**config.mk**
```make
export PLATFORM = sky130hd
export DESIGN_NAME = latch_bus_sequencer_flat
export DESIGN_NICKNAME = d
export VERILOG_FILES = /design/src/rtl/latch_bus_sequencer_if.sv /design/src/rtl/latch_bus_sequencer.sv /design/src/flat_wrapper.sv
export SDC_FILE = /design/constraint.sdc
export NUM_CORES = 1
export LEC_CHECK = 0
export CORE_MARGIN = 10
export CORE_UTILIZATION = 30
export DETAILED_ROUTE_END_ITERATION = 12
export GPL_ROUTABILITY_DRIVEN = 0
export GPL_TIMING_DRIVEN = 0
export MAX_ROUTING_LAYER = met4
export PLACE_DENSITY = 0.58
export SYNTH_ARGS = -nofsm -noshare
export SYNTH_HDL_FRONTEND = slang
export SYNTH_SLANG_ARGS = --single-unit
```
**constraint.sdc**
```tcl
create_clock -name clk -period 4.3 [get_ports clk]
set_input_delay 0.86 -clock clk [delete_from_list [all_inputs] [get_ports clk]]
set_output_delay 0.86 -clock clk [all_outputs]
set_load 0.05 [all_outputs]
```
**src/rtl/latch_bus_sequencer_if.sv**
```systemverilog
// Bus bundle between the CPU-side request logic and the latch sequencer.
// Carries request/select inputs, chip ready, and every latch/strobe/ack control.
interface latch_bus_sequencer_if;
  logic cpu_req;
  logic cpu_rw;
  logic cpu_uds;
  logic cpu_lds;
  logic vga_ready;
  logic le_wr_hi;
  logic le_wr_lo;
  logic oe_wr_hi_n;
  logic oe_wr_lo_n;
  logic le_rd_hi;
  logic le_rd_lo;
  logic oe_rd_hi_n;
  logic oe_rd_lo_n;
  logic vga_strobe;
  logic cpu_dtack;
  logic bus_err;

  modport slave (
    input  cpu_req, cpu_rw, cpu_uds, cpu_lds, vga_ready,
    output le_wr_hi, le_wr_lo, oe_wr_hi_n, oe_wr_lo_n,
    output le_rd_hi, le_rd_lo, oe_rd_hi_n, oe_rd_lo_n,
    output vga_strobe, cpu_dtack, bus_err
  );

  modport master (
    output cpu_req, cpu_rw, cpu_uds, cpu_lds, vga_ready,
    input  le_wr_hi, le_wr_lo, oe_wr_hi_n, oe_wr_lo_n,
    input  le_rd_hi, le_rd_lo, oe_rd_hi_n, oe_rd_lo_n,
    input  vga_strobe, cpu_dtack, bus_err
  );
endinterface

```
**src/rtl/latch_bus_sequencer.sv**
```systemverilog
// Sequences the write/read octal-latch pairs between the CPU bus and the graphics chip.
// Outputs are registered from the next-state decode, so they change cleanly on the edge.
module latch_bus_sequencer #(
  parameter int unsigned SETUP_CYC = 1,
  parameter int unsigned TIMEOUT   = 255
) (
  input logic                  clk,
  input logic                  reset,
  latch_bus_sequencer_if.slave bus
);
  localparam int unsigned CNT_W = 16;
  localparam logic [CNT_W-1:0] CNT_MAX     = '1;
  localparam logic [CNT_W-1:0] SETUP_LIM   = CNT_W'(SETUP_CYC);
  localparam logic [CNT_W-1:0] TIMEOUT_LIM = CNT_W'(TIMEOUT);

  typedef enum logic [2:0] {
    S_IDLE, S_SETUP, S_STROBE, S_ACK, S_RECOVER
  } state_t;

  state_t           state, state_d;
  logic [CNT_W-1:0] cnt, cnt_d, cnt_inc;
  logic             rw_q, rw_d, hi_q, hi_d, lo_q, lo_d;
  logic             timeout;
  logic             le_wr_hi_d, le_wr_lo_d, oe_wr_hi_n_d, oe_wr_lo_n_d;
  logic             le_rd_hi_d, le_rd_lo_d, oe_rd_hi_n_d, oe_rd_lo_n_d;
  logic             strobe_d, dtack_d, bus_err_d;

  // Shared per-state cycle counter; saturates instead of wrapping
  assign cnt_inc = (cnt == CNT_MAX) ? cnt : cnt + CNT_W'(1);

  always_ff @(posedge clk) begin
    if (reset) begin
      state          <= S_IDLE;
      cnt            <= '0;
      rw_q           <= 1'b0;
      hi_q           <= 1'b0;
      lo_q           <= 1'b0;
      bus.le_wr_hi   <= 1'b0;
      bus.le_wr_lo   <= 1'b0;
      bus.oe_wr_hi_n <= 1'b1;
      bus.oe_wr_lo_n <= 1'b1;
      bus.le_rd_hi   <= 1'b0;
      bus.le_rd_lo   <= 1'b0;
      bus.oe_rd_hi_n <= 1'b1;
      bus.oe_rd_lo_n <= 1'b1;
      bus.vga_strobe <= 1'b0;
      bus.cpu_dtack  <= 1'b0;
      bus.bus_err    <= 1'b0;
    end else begin
      state          <= state_d;
      cnt            <= cnt_d;
      rw_q           <= rw_d;
      hi_q           <= hi_d;
      lo_q           <= lo_d;
      bus.le_wr_hi   <= le_wr_hi_d;
      bus.le_wr_lo   <= le_wr_lo_d;
      bus.oe_wr_hi_n <= oe_wr_hi_n_d;
      bus.oe_wr_lo_n <= oe_wr_lo_n_d;
      bus.le_rd_hi   <= le_rd_hi_d;
      bus.le_rd_lo   <= le_rd_lo_d;
      bus.oe_rd_hi_n <= oe_rd_hi_n_d;
      bus.oe_rd_lo_n <= oe_rd_lo_n_d;
      bus.vga_strobe <= strobe_d;
      bus.cpu_dtack  <= dtack_d;
      bus.bus_err    <= bus_err_d;
    end
  end

  // Next state; a dropped request aborts SETUP/STROBE before anything else
  always_comb begin
    state_d = state;
    cnt_d   = '0;
    rw_d    = rw_q;
    hi_d    = hi_q;
    lo_d    = lo_q;
    timeout = 1'b0;
    unique case (state)
      S_IDLE: begin
        if (bus.cpu_req && (bus.cpu_uds || bus.cpu_lds)) begin
          state_d = S_SETUP;
          rw_d    = bus.cpu_rw;
          hi_d    = bus.cpu_uds;
          lo_d    = bus.cpu_lds;
        end
      end
      S_SETUP: begin
        if (!bus.cpu_req)             state_d = S_RECOVER;
        else if (cnt_inc >= SETUP_LIM) state_d = S_STROBE;
        else                           cnt_d   = cnt_inc;
      end
      S_STROBE: begin
        if (!bus.cpu_req) begin
          state_d = S_RECOVER;
        end else if (bus.vga_ready) begin
          state_d = S_ACK;
        end else if (cnt_inc >= TIMEOUT_LIM) begin
          state_d = S_ACK;
          timeout = 1'b1;
        end else begin
          cnt_d = cnt_inc;
        end
      end
      S_ACK:     if (!bus.cpu_req) state_d = S_IDLE;
      S_RECOVER: state_d = S_IDLE;
      default:   state_d = S_IDLE;
    endcase
  end

  // Output decode of the state being entered; only selected lanes ever activate
  always_comb begin
    le_wr_hi_d   = 1'b0;
    le_wr_lo_d   = 1'b0;
    oe_wr_hi_n_d = 1'b1;
    oe_wr_lo_n_d = 1'b1;
    le_rd_hi_d   = 1'b0;
    le_rd_lo_d   = 1'b0;
    oe_rd_hi_n_d = 1'b1;
    oe_rd_lo_n_d = 1'b1;
    strobe_d     = 1'b0;
    dtack_d      = 1'b0;
    bus_err_d    = 1'b0;
    unique case (state_d)
      S_SETUP: begin
        if (!rw_d) begin
          le_wr_hi_d   = hi_d;
          le_wr_lo_d   = lo_d;
          oe_wr_hi_n_d = !hi_d;
          oe_wr_lo_n_d = !lo_d;
        end
      end
      S_STROBE: begin
        strobe_d = 1'b1;
        if (rw_d) begin
          le_rd_hi_d = hi_d;
          le_rd_lo_d = lo_d;
        end else begin
          oe_wr_hi_n_d = !hi_d;
          oe_wr_lo_n_d = !lo_d;
        end
      end
      S_ACK: begin
        dtack_d   = 1'b1;
        bus_err_d = (state == S_ACK) ? bus.bus_err : timeout;
        if (rw_d) begin
          oe_rd_hi_n_d = !hi_d;
          oe_rd_lo_n_d = !lo_d;
        end
      end
      default: begin
      end
    endcase
  end
endmodule

```
**src/flat_wrapper.sv**
```systemverilog
// flat-port wrapper written by rule: the top's interface ports become plain ports
module latch_bus_sequencer_flat 
#(
  parameter int unsigned SETUP_CYC = 1,
  parameter int unsigned TIMEOUT   = 255
)
  (clk, reset, bus_cpu_req, bus_cpu_rw, bus_cpu_uds, bus_cpu_lds, bus_vga_ready, bus_le_wr_hi, bus_le_wr_lo, bus_oe_wr_hi_n, bus_oe_wr_lo_n, bus_le_rd_hi, bus_le_rd_lo, bus_oe_rd_hi_n, bus_oe_rd_lo_n, bus_vga_strobe, bus_cpu_dtack, bus_bus_err);
  latch_bus_sequencer_if bus_i ();
  input logic clk;
  input logic reset;
  input wire logic [$bits(bus_i.cpu_req)-1:0] bus_cpu_req;
  input wire logic [$bits(bus_i.cpu_rw)-1:0] bus_cpu_rw;
  input wire logic [$bits(bus_i.cpu_uds)-1:0] bus_cpu_uds;
  input wire logic [$bits(bus_i.cpu_lds)-1:0] bus_cpu_lds;
  input wire logic [$bits(bus_i.vga_ready)-1:0] bus_vga_ready;
  output wire logic [$bits(bus_i.le_wr_hi)-1:0] bus_le_wr_hi;
  output wire logic [$bits(bus_i.le_wr_lo)-1:0] bus_le_wr_lo;
  output wire logic [$bits(bus_i.oe_wr_hi_n)-1:0] bus_oe_wr_hi_n;
  output wire logic [$bits(bus_i.oe_wr_lo_n)-1:0] bus_oe_wr_lo_n;
  output wire logic [$bits(bus_i.le_rd_hi)-1:0] bus_le_rd_hi;
  output wire logic [$bits(bus_i.le_rd_lo)-1:0] bus_le_rd_lo;
  output wire logic [$bits(bus_i.oe_rd_hi_n)-1:0] bus_oe_rd_hi_n;
  output wire logic [$bits(bus_i.oe_rd_lo_n)-1:0] bus_oe_rd_lo_n;
  output wire logic [$bits(bus_i.vga_strobe)-1:0] bus_vga_strobe;
  output wire logic [$bits(bus_i.cpu_dtack)-1:0] bus_cpu_dtack;
  output wire logic [$bits(bus_i.bus_err)-1:0] bus_bus_err;
  assign bus_i.cpu_req = bus_cpu_req;
  assign bus_i.cpu_rw = bus_cpu_rw;
  assign bus_i.cpu_uds = bus_cpu_uds;
  assign bus_i.cpu_lds = bus_cpu_lds;
  assign bus_i.vga_ready = bus_vga_ready;
  assign bus_le_wr_hi = bus_i.le_wr_hi;
  assign bus_le_wr_lo = bus_i.le_wr_lo;
  assign bus_oe_wr_hi_n = bus_i.oe_wr_hi_n;
  assign bus_oe_wr_lo_n = bus_i.oe_wr_lo_n;
  assign bus_le_rd_hi = bus_i.le_rd_hi;
  assign bus_le_rd_lo = bus_i.le_rd_lo;
  assign bus_oe_rd_hi_n = bus_i.oe_rd_hi_n;
  assign bus_oe_rd_lo_n = bus_i.oe_rd_lo_n;
  assign bus_vga_strobe = bus_i.vga_strobe;
  assign bus_cpu_dtack = bus_i.cpu_dtack;
  assign bus_bus_err = bus_i.bus_err;
  latch_bus_sequencer #(.SETUP_CYC(SETUP_CYC), .TIMEOUT(TIMEOUT)) u_core (.clk(clk), .reset(reset), .bus(bus_i));
endmodule
```
Word level (Yosys, flattened, before mapping)
Cells that the tools add are included.
- memories: 0
- input bits: 7
- latch bits: 0
- memory bits (writable): 0
- bits in registers: 33
- memory bits (read-only): 0
- equal/unequal tests: 7
- mux-type cells: 27
- divide/modulo/power cells: 0
- reduce and logical (&&, ||, !) cells: 11
- multiply operators: 0
- shifts and indexed selects: 0
- bitwise logic cells: 5
- magnitude comparators: 2
- add/sub/neg operators: 1
- operator list (cell ; number):
    2-to-1 mux 16 bit ; 6
    one-hot mux 16 bit (2 select lines) ; 1
    2-to-1 mux 3 bit ; 7
    adder 16 x 1 -> 16 bit, second input constant ; 1
    == test 16 bit, second input constant ; 1
    >= comparator 16 x 1 -> 1 bit, second input constant ; 1
    >= comparator 16 x 8 -> 1 bit, second input constant ; 1
    == test 3 x 2 -> 1 bit, second input constant ; 4
    2-to-1 mux 1 bit ; 12
    one-hot mux 3 bit (4 select lines) ; 1
    OR reduction 3 bit ; 4
    == test 3 x 1 -> 1 bit, second input constant ; 2
    NOT 1 bit ; 5
    OR reduction 2 bit ; 2
    zero test 3 bit ; 1
    zero test 1 bit ; 2
    logical AND 1 bit ; 1
    logical OR 1 bit ; 1

Longest topological paths before layout
- depth after elaboration: 11
- mapped depth: 9
- depth with buffers taken out: 8

Worst setup path after synthesis
OpenSTA, ideal clock, no wires.
- kind: flip-flop to flip-flop
- from: register u_core.cnt[1]
- to: register u_core.cnt[0]
- setup slack: 1.899 ns
- stages on the path, launching flop included: 9
- library setup time: 0.133 ns
- buffers on the path: 0
- data arrival time: 2.268 ns
- data required time: 4.167 ns
- path through: dfxtp_1 ha_1 nand3_4 nor4_4 mux2i_1 o2111ai_1 o211a_4 a31oi_4 nor3_1
- word-level cells in the longest chain between the ends: 7
- elaborated cells between the ends (all ways): 11
- ends and longest elaborated chain (item ; RTL line ; source):
    start, declared ; latch_bus_sequencer.sv:21 ; logic [CNT_W-1:0] cnt, cnt_d, cnt_inc;
    start signal, assigned ; latch_bus_sequencer.sv:51 ; cnt <= cnt_d;
    adder 16 x 1 -> 16 bit or == test 16 bit (tied branches) ; latch_bus_sequencer.sv:29 ; assign cnt_inc = (cnt == CNT_MAX) ? cnt : cnt + CNT_W'(1);
    2-to-1 mux 16 bit (*) ; latch_bus_sequencer.sv:29 ;
    >= comparator 16 x 8 -> 1 bit ; latch_bus_sequencer.sv:96 ; end else if (cnt_inc >= TIMEOUT_LIM) begin
    2-to-1 mux 16 bit ; latch_bus_sequencer.sv:96 ;
    2-to-1 mux 16 bit ; latch_bus_sequencer.sv:94 ; end else if (bus.vga_ready) begin
    2-to-1 mux 16 bit ; latch_bus_sequencer.sv:92 ; if (!bus.cpu_req) begin
    one-hot mux 16 bit (2 select lines) (*) ; latch_bus_sequencer.sv:77 ; unique case (state)
Mark *: on every way between the ends. The rest lies on a longest branch, timed or not.
A chain may end at the register's enable or synchronous reset.

Final worst setup path
- from: register u_core.cnt[1]
- to: register u_core.cnt[4]
The elaborated chain is that of the path after synthesis.

==> results.cfg <==
[floorplanning]
rows = 27
dieArea_um2 = 9040
die_x_um = 95.1
die_y_um = 95.1
ioPinCount = 18
core_um2 = 5470
start_util = 0.309

[route]
drtAntennaViolNets = 0
dr.pass1.iters = 4
wl_per_cell_um = 12.3
drt-initial-drc-count = 30
finalWirelength_um = 3570
vias = 1418
vias_per_cell = 4.91
drc = 0

[layout]
drive_gt1_frac = 0.171
fillers = 602
area_growth_pct = 24.0
stdcell_count = 289
nets = 224
n_antenna_cell = 0

[min_path]
worstHoldPathType = flop to flop
hold_end = u_core.state[2]
worstHoldPathCells = 1
hold_start = u_core.state[2]

[global_route]
track_usage = 0.0893
grt.met3_usage = 0.0346
grt_pass1_wl_um = 6120
grt_util_met1 = 0.101
grt-ovfl-total = 0
antenna_found_initial = 0
grt-busiest-layer = met2
grt_pass1_vias = 1348
met2_usage = 0.135
grt_max_degree = 12

[clock_network]
clk-insertion-delay-late_ns = 0.28
post-cts-setup-buffers = 0
cts.sinks = 33
ctsResizeCount = 0
cts_max_level = 2
cts_made_buffers = 5
cts_tree = yes
cts_buffer_depth = 2
clk_pin_slew_ns = 0.06
hold_buffers = 0
root_buffer = clkbuf_8

[critical_path]
crit_type = flop to flop
r2r_start = u_core.cnt[1]
worstPathMaxFanout = 10
crit_path_end_kind = flop
reg2reg_to = u_core.cnt[4]
startpoint_type = flop
worst-r2r-setup-slack_ns = 1.47
worstPathArrival_ns = 2.98
worstPathRequired_ns = 4.45
rr_worst_depth = 8

[timing]
relSlewSlack = 0.555
hold_viol_final = 0
fmax_ghz = 0.353
worst_pin_slew_ns = 0.662
maxSlewViolCount = 0
timing.final.crit_share = 0.658
period_minus_slack_ns = 2.83
setup_violations = 0
skew_ns = 0.00617
rsz0062_at_grt = false
finalSetupTns_ns = 0

[flow_run]
maxCapViolCount = 0

[synth]
syn_inst = 185
async_reset_ff_frac = 0
synth-seq-cells = 33
avgSynthCellArea_um2 = 9.14
synth.cell_area_um2 = 1690
yosysUniqueCellTypes = 56
ys.flop_type = dfxtp_1
synth_edf_count = 0
ys_seq_area_frac = 0.391
yosys_warnings = 0

[power_and_ir_drop]
power_leakage_uw = 0.000733
power_uw = 675
peakVddDrop_mv = 0.182
power.density_nw_per_um2 = 322

[placement]
dp_hpwl_um = 2740
io_buffer_count = 17
dp.cells = 281

[outcome]
status = finished, final reports clean
## cell usage after synthesis (all sizes together) (4+ instances only)
cell | count | area, um2
clkbuf | 5 | 40.0
nor4 | 5 | 46.3
nor2 | 22 | 82.6
nor3b | 4 | 35.0
dfxtp | 33 | 661
nand4 | 6 | 37.5
buf | 4 | 28.8
nand2 | 17 | 68.8
nor3 | 10 | 50.1
inv | 4 | 15.0
a31oi | 7 | 58.8
mux2i | 7 | 70.1
o21ai | 5 | 25.0
and4 | 5 | 50.1
a21oi | 5 | 25.0
nand3 | 10 | 62.6
## how the worst max path moves through the flow
stage / depth (start not counted) / startpoint / endpoint
3_3_place_gp: 8 / u_core.cnt[1] / u_core.cnt[4]
2_1_floorplan: 8 / u_core.cnt[1] / u_core.cnt[0]
3_5_place_dp: 8 / u_core.cnt[1] / u_core.cnt[4]
4_1_cts: 8 / u_core.cnt[1] / u_core.cnt[4]
6_report: 8 / u_core.cnt[1] / u_core.cnt[4]
5_1_grt: 8 / u_core.cnt[1] / u_core.cnt[4]
## metal layers
metal	wire, um	up-vias
met5	0	-
met4	53	0
met3	171	5
met2	1650	32
met1	1690	631
li1	-	750
## sequential cells by signal, summed over array words and instances, names as in the netlist
name and count:
u_core.rw_q 1, u_core.bus.cpu_dtack 1, u_core.bus.oe_rd_hi_n 1, u_core.state 3
u_core.lo_q 1, u_core.bus.bus_err 1, u_core.bus.oe_rd_lo_n 1, u_core.bus.le_rd_lo 1
u_core.bus.le_wr_hi 1, u_core.bus.le_wr_lo 1, u_core.cnt 16, u_core.bus.oe_wr_hi_n 1
u_core.bus.le_rd_hi 1, u_core.hi_q 1, u_core.bus.vga_strobe 1, u_core.bus.oe_wr_lo_n 1
## worst max-delay path: stages (launching register included)
cell	delay (ns)
dfxtp_1	0.44
ha_1	0.33
nand3_4	0.16
nor4_4	0.66
mux2i_1	0.28
o2111ai_1	0.14
o211a_4	0.28
a31oi_4	0.31
nor3_1	0.09
## cells in the final DEF (no fill, tap or decap), types with 3 or more instances in the layout
cell type / instances
and4_2: 3
nor3b_1: 3
a21oi_1: 5
inv_1: 4
and3_2: 3
conb_1: 8
nor3_1: 10
a31oi_1: 6
dfxtp_1: 33
mux2i_1: 7
nand4_1: 6
nand3_1: 9
nor4_1: 4
nand2_1: 15
clkdlybuf4s50_1: 17
clkbuf_8: 8
nor2_1: 22
xnor2_1: 3
o21ai_0: 5
## metrics by stage
step	utilization	setup slack, ns	instance area, um2	hold slack [ns]
after global routing	0.383	1.24	2100	0.505
after global placement	0.361	1.43	1980	0.470
after detailed placement	0.361	1.42	1980	0.473
after CTS	0.383	1.41	2100	0.480
after floorplan	-	1.90	1720	0.435
final	0.383	1.47	2100	0.477
## area by class of cell
cell class                 count  area [um2]  share of cell area
buffer                        10        80.1              0.0382
clock buffer                   6        82.6              0.0394
clock inverter                 2        37.5              0.0179
inverter                       4        15.0             0.00716
multi-input combinational    145         962               0.459
sequential                    33         661               0.315
tap                           72        90.1              0.0429
timing repair buffer          17         170              0.0811
## logic make-up (layout without fill, tap and decap cells)
family / count (synthesis) / in the layout / synth area share
fa+ha+maj: 1 / 1 / 0.00740
simple gates: 87 / 87 / 0.291
xor+xnor: 4 / 4 / 0.0207
mux: 7 / 7 / 0.0414
other cells: 1 / 8 / 0.00222
compound gates: 38 / 38 / 0.191
buf+inv: 14 / 39 / 0.0562
flops: 33 / 33 / 0.391
## power by group
part	leakage, uW	switching [uW]	internal, uW	total (uW)
clock	0.0000574	112	188	301
sequential	0.000270	6.88	314	321
combinational	0.000406	30.7	22.2	53.0
No activity file was read; power rests on OpenSTA's default activity.
